==> src/rtl/kid_pkg.sv <==
// Shared types, default motion constants and clamped-step helpers for the kid sprite controller.
package kid_pkg;

  localparam logic [1:0] ST_GROUND = 2'b00;
  localparam logic [1:0] ST_RISE   = 2'b01;
  localparam logic [1:0] ST_FALL   = 2'b10;

  typedef enum logic [1:0] {
    GROUND = ST_GROUND,
    RISE   = ST_RISE,
    FALL   = ST_FALL
  } air_state_t;

  localparam logic [3:0] KID_JUMP_V    = 4'd7;
  localparam logic [3:0] KID_V_MAX     = 4'd8;
  localparam int         KID_G_PERIOD  = 2;
  localparam int         KID_MAX_JUMPS = 2;

  // Increase pos by step, saturating at lim; 11-bit sum avoids a 10-bit wrap.
  function automatic logic [9:0] inc_clamp(input logic [9:0] pos,
                                           input logic [9:0] step,
                                           input logic [9:0] lim);
    logic [10:0] sum;
    sum = {1'b0, pos} + {1'b0, step};
    return (sum > {1'b0, lim}) ? lim : sum[9:0];
  endfunction

  // Decrease pos by step, flooring at lim; compared before subtracting so it never wraps.
  function automatic logic [9:0] dec_clamp(input logic [9:0] pos,
                                           input logic [9:0] step,
                                           input logic [9:0] lim);
    logic [10:0] floor_sum;
    floor_sum = {1'b0, lim} + {1'b0, step};
    return ({1'b0, pos} < floor_sum) ? lim : (pos - step);
  endfunction

endpackage

==> src/rtl/kid_motion_jump_fsm.sv <==
// Vertical motion state machine: jump acceptance, rise/fall speed and frame-divided gravity.
module kid_jump_fsm
  import kid_pkg::*;
#(
  parameter logic [3:0] JUMP_V    = KID_JUMP_V,
  parameter logic [3:0] V_MAX     = KID_V_MAX,
  parameter int         G_PERIOD  = KID_G_PERIOD,
  parameter int         MAX_JUMPS = KID_MAX_JUMPS
) (
  input  logic       i_clk,
  input  logic       i_rst,
  input  logic       i_tick,
  input  logic       i_key_jump,
  input  logic       i_coll_down,
  input  logic       i_coll_up,
  output logic [1:0] o_air_state,
  output logic [3:0] o_vy,
  output logic       o_move_up,
  output logic       o_move_down,
  output logic [1:0] o_jumps_used
);

  localparam int GW = (G_PERIOD > 1) ? $clog2(G_PERIOD) : 1;

  air_state_t    r_state, w_state_nx;
  logic [3:0]    r_vy, w_vy_nx;
  logic [GW-1:0] r_gcnt, w_gcnt_nx;
  logic [1:0]    r_jumps, w_jumps_nx;
  logic          r_jump_prev;

  logic w_jump_edge;
  logic w_jump_ok;
  logic w_gstep;

  assign w_jump_edge = i_key_jump & ~r_jump_prev;
  assign w_jump_ok   = w_jump_edge && (int'(r_jumps) < MAX_JUMPS);
  assign w_gstep     = (r_gcnt == GW'(G_PERIOD - 1));

  always_comb begin
    w_state_nx  = r_state;
    w_vy_nx     = r_vy;
    w_gcnt_nx   = r_gcnt;
    w_jumps_nx  = r_jumps;
    o_move_up   = 1'b0;
    o_move_down = 1'b0;
    case (r_state)
      GROUND: begin
        w_gcnt_nx = '0;
        if (w_jump_ok) begin
          w_state_nx = RISE;
          w_vy_nx    = JUMP_V;
          w_jumps_nx = r_jumps + 2'd1;
        end else if (!i_coll_down) begin
          // Walking off a ledge spends the ground jump.
          w_state_nx = FALL;
          w_vy_nx    = 4'd1;
          w_jumps_nx = 2'd1;
        end else begin
          w_vy_nx = '0;
        end
      end
      RISE: begin
        if (w_jump_ok) begin
          // Re-launch restarts the gravity phase along with the speed.
          w_vy_nx    = JUMP_V;
          w_gcnt_nx  = '0;
          w_jumps_nx = r_jumps + 2'd1;
        end else if (i_coll_up) begin
          w_state_nx = FALL;
          w_vy_nx    = '0;
          w_gcnt_nx  = '0;
        end else begin
          o_move_up = 1'b1;
          if (w_gstep) begin
            w_gcnt_nx = '0;
            w_vy_nx   = r_vy - 4'd1;
            if (r_vy <= 4'd1) begin
              w_state_nx = FALL;
              w_vy_nx    = '0;
            end
          end else begin
            w_gcnt_nx = r_gcnt + 1'b1;
          end
        end
      end
      FALL: begin
        if (i_coll_down) begin
          w_gcnt_nx = '0;
          if (w_jump_ok) begin
            w_state_nx = RISE;
            w_vy_nx    = JUMP_V;
            w_jumps_nx = 2'd1;
          end else begin
            w_state_nx = GROUND;
            w_vy_nx    = '0;
            w_jumps_nx = '0;
          end
        end else if (w_jump_ok) begin
          w_state_nx = RISE;
          w_vy_nx    = JUMP_V;
          w_gcnt_nx  = '0;
          w_jumps_nx = r_jumps + 2'd1;
        end else begin
          o_move_down = 1'b1;
          if (w_gstep) begin
            w_gcnt_nx = '0;
            if (r_vy < V_MAX) w_vy_nx = r_vy + 4'd1;
          end else begin
            w_gcnt_nx = r_gcnt + 1'b1;
          end
        end
      end
      default: begin
        w_state_nx = GROUND;
        w_vy_nx    = '0;
        w_gcnt_nx  = '0;
        w_jumps_nx = '0;
      end
    endcase
  end

  always_ff @(posedge i_clk or posedge i_rst) begin
    if (i_rst) begin
      r_state     <= GROUND;
      r_vy        <= '0;
      r_gcnt      <= '0;
      r_jumps     <= '0;
      r_jump_prev <= 1'b0;
    end else if (i_tick) begin
      r_state     <= w_state_nx;
      r_vy        <= w_vy_nx;
      r_gcnt      <= w_gcnt_nx;
      r_jumps     <= w_jumps_nx;
      r_jump_prev <= i_key_jump;
    end
  end

  assign o_air_state  = r_state;
  assign o_vy         = r_vy;
  assign o_jumps_used = r_jumps;

endmodule

==> src/rtl/kid_motion.sv <==
// Per-frame kid sprite position controller: walking with clamps plus the vertical jump FSM.
module kid_motion
  import kid_pkg::*;
#(
  parameter logic [9:0] X_INIT    = 10'd40,
  parameter logic [9:0] Y_INIT    = 10'd420,
  parameter logic [9:0] X_MIN     = 10'd15,
  parameter logic [9:0] X_MAX     = 10'd624,
  parameter logic [9:0] Y_MIN     = 10'd15,
  parameter logic [9:0] Y_MAX     = 10'd464,
  parameter logic [9:0] X_STEP    = 10'd2,
  parameter logic [3:0] JUMP_V    = KID_JUMP_V,
  parameter logic [3:0] V_MAX     = KID_V_MAX,
  parameter int         G_PERIOD  = KID_G_PERIOD,
  parameter int         MAX_JUMPS = KID_MAX_JUMPS
) (
  input  logic       Clk,
  input  logic       Reset,
  input  logic       frame_tick,
  input  logic       key_left,
  input  logic       key_right,
  input  logic       key_jump,
  input  logic       is_collision_x_right,
  input  logic       is_collision_x_left,
  input  logic       is_collision_y_down,
  input  logic       is_collision_y_up,
  output logic [9:0] kid_x,
  output logic [9:0] kid_y,
  output logic       facing_left,
  output logic [1:0] air_state,
  output logic [1:0] jumps_used
);

  logic [9:0] r_x, r_y;
  logic       r_facing;

  logic [3:0] w_vy;
  logic       w_move_up, w_move_down;
  logic       w_walk_right, w_walk_left;

  kid_jump_fsm #(
    .JUMP_V    (JUMP_V),
    .V_MAX     (V_MAX),
    .G_PERIOD  (G_PERIOD),
    .MAX_JUMPS (MAX_JUMPS)
  ) u_fsm (
    .i_clk        (Clk),
    .i_rst        (Reset),
    .i_tick       (frame_tick),
    .i_key_jump   (key_jump),
    .i_coll_down  (is_collision_y_down),
    .i_coll_up    (is_collision_y_up),
    .o_air_state  (air_state),
    .o_vy         (w_vy),
    .o_move_up    (w_move_up),
    .o_move_down  (w_move_down),
    .o_jumps_used (jumps_used)
  );

  assign w_walk_right = key_right & ~key_left;
  assign w_walk_left  = key_left & ~key_right;

  // Facing follows the pressed key even when the wall blocks the step.
  always_ff @(posedge Clk or posedge Reset) begin
    if (Reset) begin
      r_x      <= X_INIT;
      r_facing <= 1'b0;
    end else if (frame_tick) begin
      if (w_walk_right) begin
        r_facing <= 1'b0;
        if (!is_collision_x_right) r_x <= inc_clamp(r_x, X_STEP, X_MAX);
      end else if (w_walk_left) begin
        r_facing <= 1'b1;
        if (!is_collision_x_left) r_x <= dec_clamp(r_x, X_STEP, X_MIN);
      end
    end
  end

  always_ff @(posedge Clk or posedge Reset) begin
    if (Reset) begin
      r_y <= Y_INIT;
    end else if (frame_tick) begin
      if (w_move_up)
        r_y <= dec_clamp(r_y, {6'd0, w_vy}, Y_MIN);
      else if (w_move_down)
        r_y <= inc_clamp(r_y, {6'd0, w_vy}, Y_MAX);
    end
  end

  assign kid_x       = r_x;
  assign kid_y       = r_y;
  assign facing_left = r_facing;

endmodule
==> config.mk <==
export PLATFORM = sky130hd
export DESIGN_NAME = kid_motion
export DESIGN_NICKNAME = d
export VERILOG_FILES = /design/src/rtl/kid_pkg.sv /design/src/rtl/kid_motion_jump_fsm.sv /design/src/rtl/kid_motion.sv
export SDC_FILE = /design/constraint.sdc
export NUM_CORES = 1
export LEC_CHECK = 0
export CAP_MARGIN = 20
export CORE_AREA = 8 8 109 81
export CTS_BUF_LIST = sky130_fd_sc_hd__clkbuf_4
export DETAILED_ROUTE_END_ITERATION = 10
export DIE_AREA = 0 0 117 89
export HOLD_SLACK_MARGIN = 0.08
export PLACE_DENSITY_LB_ADDON = 0.05
export SLEW_MARGIN = 20
export SYNTH_ARGS = -nofsm -noshare
export SYNTH_HDL_FRONTEND = slang
export SYNTH_SLANG_ARGS = --single-unit
==> constraint.sdc <==
create_clock -name Clk -period 6.7 [get_ports Clk]
set_input_delay 1.675 -clock Clk [delete_from_list [all_inputs] [get_ports Clk]]
set_output_delay 1.675 -clock Clk [all_outputs]
set_load 0.02 [all_outputs]
==> results by stage <==
Floorplan:
- The die covers 0.0104 sq mm.
- The floorplan step set the die height to slightly below 90 um.
- The total number of placement rows is 26.
- The I/O pin count is 35.
- Once the floorplan was initialized, standard cells occupied 44.4% of the core.
- The area inside the core boundary is 0.00709 sq mm.
- Measured along the x axis, the die boundary spans approximately 120 um.

Timing:
- After layout, the minimum clock period comes to 4.18 ns.
- The tightest slew margin relative to the limit is approximately 34%.
- Setup repair after global routing left no endpoint under its margin.
- The final number of max-transition violations is 0.
- At the pin with the least slew margin, the transition time is 0.991 ns.
- The count of final hold-check violations came to 0.
- Timing would allow up to ~240 MHz.
- The period utilization is roughly 62%.
- Setup violations remaining at the end of the flow were counted as 0.
- The setup TNS is 0 ns.
- The setup skew after layout is 0.0140 ns.

Synth:
- Counting every net in the synthesized netlist gives between 400 and 500.
- The dominant synthesized flop cell is dfrtp_1.
- The cell area that synthesis handed to floorplanning was approximately 0.0031 sq mm.
- The distinct cell type count after synthesis is 74.
- The basic-gate share of the synthesized area counting and, or, nand and nor cells is roughly a quarter.
- The async set-or-reset flop fraction in the synthesized netlist is 100%.
- The share of the yosys chip area belonging to registers is 24.9%.
- Summing the areas of all xor and xnor instances in the mapped netlist gives 3.06% of the synthesized area.
- Of the post-synthesis cell area, the part taken by muxes is 1.03%.
- After Yosys synthesis, full adders, half adders and majority gates account for between 10% and 20% of the synthesized area.
- Synthesis inferred 31 register bits.
- After synthesis, the largest family of logic cells by area is compound AO/OA/AOI/OAI gates.
- The share of the synthesized area in compound gates (AO/OA/AOI/OAI) is 27.3%.
- The number of enable-type register cells in the synthesized netlist is 0.
- The instance count of the mapped netlist is 402.
- For this run, the number of Yosys warnings is 0.
- Dividing the synthesized area by the synthesized cell count gives 7.83 sq um.

CTS:
- TritonCTS built the clock tree.
- CTS built an H-tree with a depth of 2.
- Clock-pin slew was measured on the worst setup and hold paths at about 0.11 ns.
- In this run, post-CTS hold repair placed 0 buffers.
- The total CTS buffers is 5.
- The number of setup buffers added after CTS is 0.
- The later pin in the worst-skew pair is clocked with a latency of 0.35 ns.
- The worst-case clock buffer depth is 2.
- The tree is rooted in a clkbuf_4.
- The number of resized instances in the post-cts repair step is 0.
- The clock drives 31 sinks.

Worst setup path:
- The reg-to-reg critical path startpoint is u_fsm.o_vy[1].
- Counting both buffers and inverters, the worst setup path holds a total of 2.
- For the worst setup path, the data required time is ~7.0 ns.
- Walking the worst path, the cells encountered are clkdlybuf4s50_1, or3b_1, inv_2, nor3b_4, o21ai_1, nor3_1, o211a_1, a311oi_1.
- In this run the worst path has a maximum fanout of 15.
- The endpoint arrival time on the critical path is about 4.4 ns.
- The type of the setup path with the least slack is in2reg.
- For this run, the slowest stage of the critical path takes approximately 0.8 ns.
- Among cell families on the critical path, the largest total delay comes from compound AO/OA/AOI/OAI gates.
- The launching instance or port of the critical path is key_jump.
- The cell with the biggest individual delay on the critical path is o21ai_1.
- The worst setup path is launched from a primary input.
- STA classifies the critical path endpoint as a flop.

Flow run:
- The count of maximum capacitance violations is 0.

Pwr:
- The switching part of the total is 51.8%.
- The combinational cell fraction of total power is 63.8%.
- The switching power is 752 uW.
- The relative contribution of sequential cells to total power is between 20% and 30%.
- Internal power comes to 701 uW.
- The leakage dissipation is 0.00139 uW.
- The worst-case IR drop observed on VDD is 135 uV.
- The power per cell area is 409 mW/mm^2.
- The clock network fraction of design power is between 8 and 9%.

Layout:
- The footprint of the multi-input gates is 0.00215 sq mm.
- The number of antenna diodes is 0.
- The sequential cells in the finished layout cover a total of 783 sq um.
- The signed area change from the synthesized netlist to the final layout is 12.8%.
- The library cells used most frequently in the layout, excluding fill and tap cells, are nand2_1 (39), o21ai_0 (36), nor2_1 (34), clkdlybuf4s50_1 (34), dfrtp_1 (25).
- Cells with a size suffix above 1 make up 7.36% of the layout.
- For this run, the post-layout net count is 456.
- The layout filler cell count is 737.
- The number of standard cells in the final layout excluding fillers is between 500 and 600.
- The most common library cell in the layout ignoring fill and taps is nand2_1.

Global route:
- The combined global-route utilization of all metal layers is between 15 and 20%.
- The via count of the first global-routing pass is 2,836.
- The pin count of the biggest net entering global routing is 32.
- Summed over all layers, the global routing overflow is 0.
- The number of antenna violations at the first check in global routing is 0.
- The first global-routing pass estimated 14.7 mm of wire.

Placement:
- Once detailed placement completed, the half-perimeter wirelength came to 6.74 mm.
- The final weighted congestion of routability-driven global placement is 0.876.
- The number of input and output port buffers inserted is 34.
- In this run, placement finished with an instance count of between 500 and 600.

Detailed routing:
- Using the TritonRoute via totals, the vias-per-cell ratio works out to 5.91.
- The length of the first detailed-routing pass in iterations is 4.
- The detailed router finished its first iteration with ~240 violations.
- The remaining number of nets flagged by the antenna check after routing is 0.
- The total number of vias is between 3,000 and 4,000.
- The number of remaining DRC errors is 0.
- The routed design has 8.83 mm of wire.
- In the final routed layout, each cell accounts on average for approximately 17 um.

Worst hold path:
- The source of the worst hold timing path is facing_left.
- The kind of path behind the tightest hold check is reg2reg.

Run status:
- The run finished with clean final reports.
power by group through the flow:
stage                     sequential (uW)  combinational, uW  clock, uW
after floorplan                       391                646          0
after global placement                411                907          0
after detailed placement              410                912          0
after CTS                             406                919        122
after global routing                  426               1030        133
final                                 409                927        117
final timing paths:
check,end,slack [ns],cells after the start
max in group asynchronous,kid_x[5],4.66,3
max,kid_y[8],2.52,8
min reg2reg,facing_left,0.51,2
min in group asynchronous,u_fsm.o_jumps_used[1],1.69,3
min,facing_left,0.51,2
max reg2reg,kid_y[0],3.51,9
area by class of cell:
type	instances	share of cell area, %
multi-input cells	324	60.6
clock buffers	6	1.27
clock inverters	2	0.352
inverters	23	2.43
flip-flops and latches	31	22.1
repair buffers	35	9.80
well taps	98	3.45
metrics by stage:
stage	utilization [%]	setup slack [ns]	instance area [sq um]	total power, uW	hold slack, ns
2_1_floorplan	-	3.36	3150	1040	0.466
3_3_place_gp	49.2	2.32	3490	1320	0.476
3_5_place_dp	49.2	2.21	3490	1320	0.491
4_1_cts	50.0	2.60	3550	1450	0.519
5_1_grt	50.1	2.33	3550	1590	0.528
6_report	50.1	2.52	3550	1450	0.513
synth_stat cells, types with 4 or more instances:
library cell / number / area [sq um]
nand2_1: 39 / 146
o21ai_0: 36 / 180
nor2_1: 34 / 128
dfrtp_1: 25 / 626
a21oi_1: 24 / 120
ha_1: 24 / 300
inv_1: 21 / 78.8
nor3_1: 17 / 85.1
nor2b_1: 13 / 81.3
clkbuf_1: 12 / 45.0
nand2b_1: 9 / 56.3
nand3_1: 9 / 45.0
xnor2_1: 8 / 70.1
a31oi_1: 7 / 43.8
dfstp_2: 6 / 158
o22ai_1: 6 / 37.5
a211oi_1: 5 / 37.5
buf_2: 5 / 25.0
buf_4: 5 / 37.5
nand4_1: 5 / 31.3
a21o_1: 4 / 30.0
nor3b_1: 4 / 30.0
o211ai_1: 4 / 30.0
o221ai_1: 4 / 35.0
layer usage:
| layer | GRT usage (%) | wire (um) | up-vias |
|---|---|---|---|
| met5 | 0 | 0 | - |
| met1 | 28.1 | 4650 | 1431 |
| li1 | - | - | 1511 |
| met4 | 4.40 | 85 | 0 |
| met3 | 4.05 | 715 | 10 |
| met2 | 23.5 | 3380 | 114 |
worst reg2reg max path: cells and delay by family (launching register included):
kind | cells | cell delay (ns)
flip-flops | 1 | 0.56
AO/OA/AOI/OAI | 4 | 1.25
buffers and inverters | 1 | 0.15
multiplexers | 1 | 0.42
AND/OR/NAND/NOR | 2 | 0.37
adder cells (fa/ha/maj) | 1 | 0.32
logic make-up (layout without fill, tap and decap cells):
family | count (synthesis) | in the layout
flip-flops | 31 | 31
adder cells (fa/ha/maj) | 26 | 26
AND/OR/NAND/NOR | 156 | 156
AO/OA/AOI/OAI | 128 | 128
multiplexers | 3 | 3
XOR/XNOR | 11 | 11
buffers and inverters | 47 | 66
state kept, by name, summed over array words and instances, names as in the netlist:
register	cells
u_fsm.o_vy	4
u_fsm.r_jump_prev	1
u_fsm.o_jumps_used	2
u_fsm.r_gcnt	1
facing_left	1
u_fsm.o_air_state	2
kid_x	10
kid_y	10
Note: power is estimated with default switching activity, not from simulation.
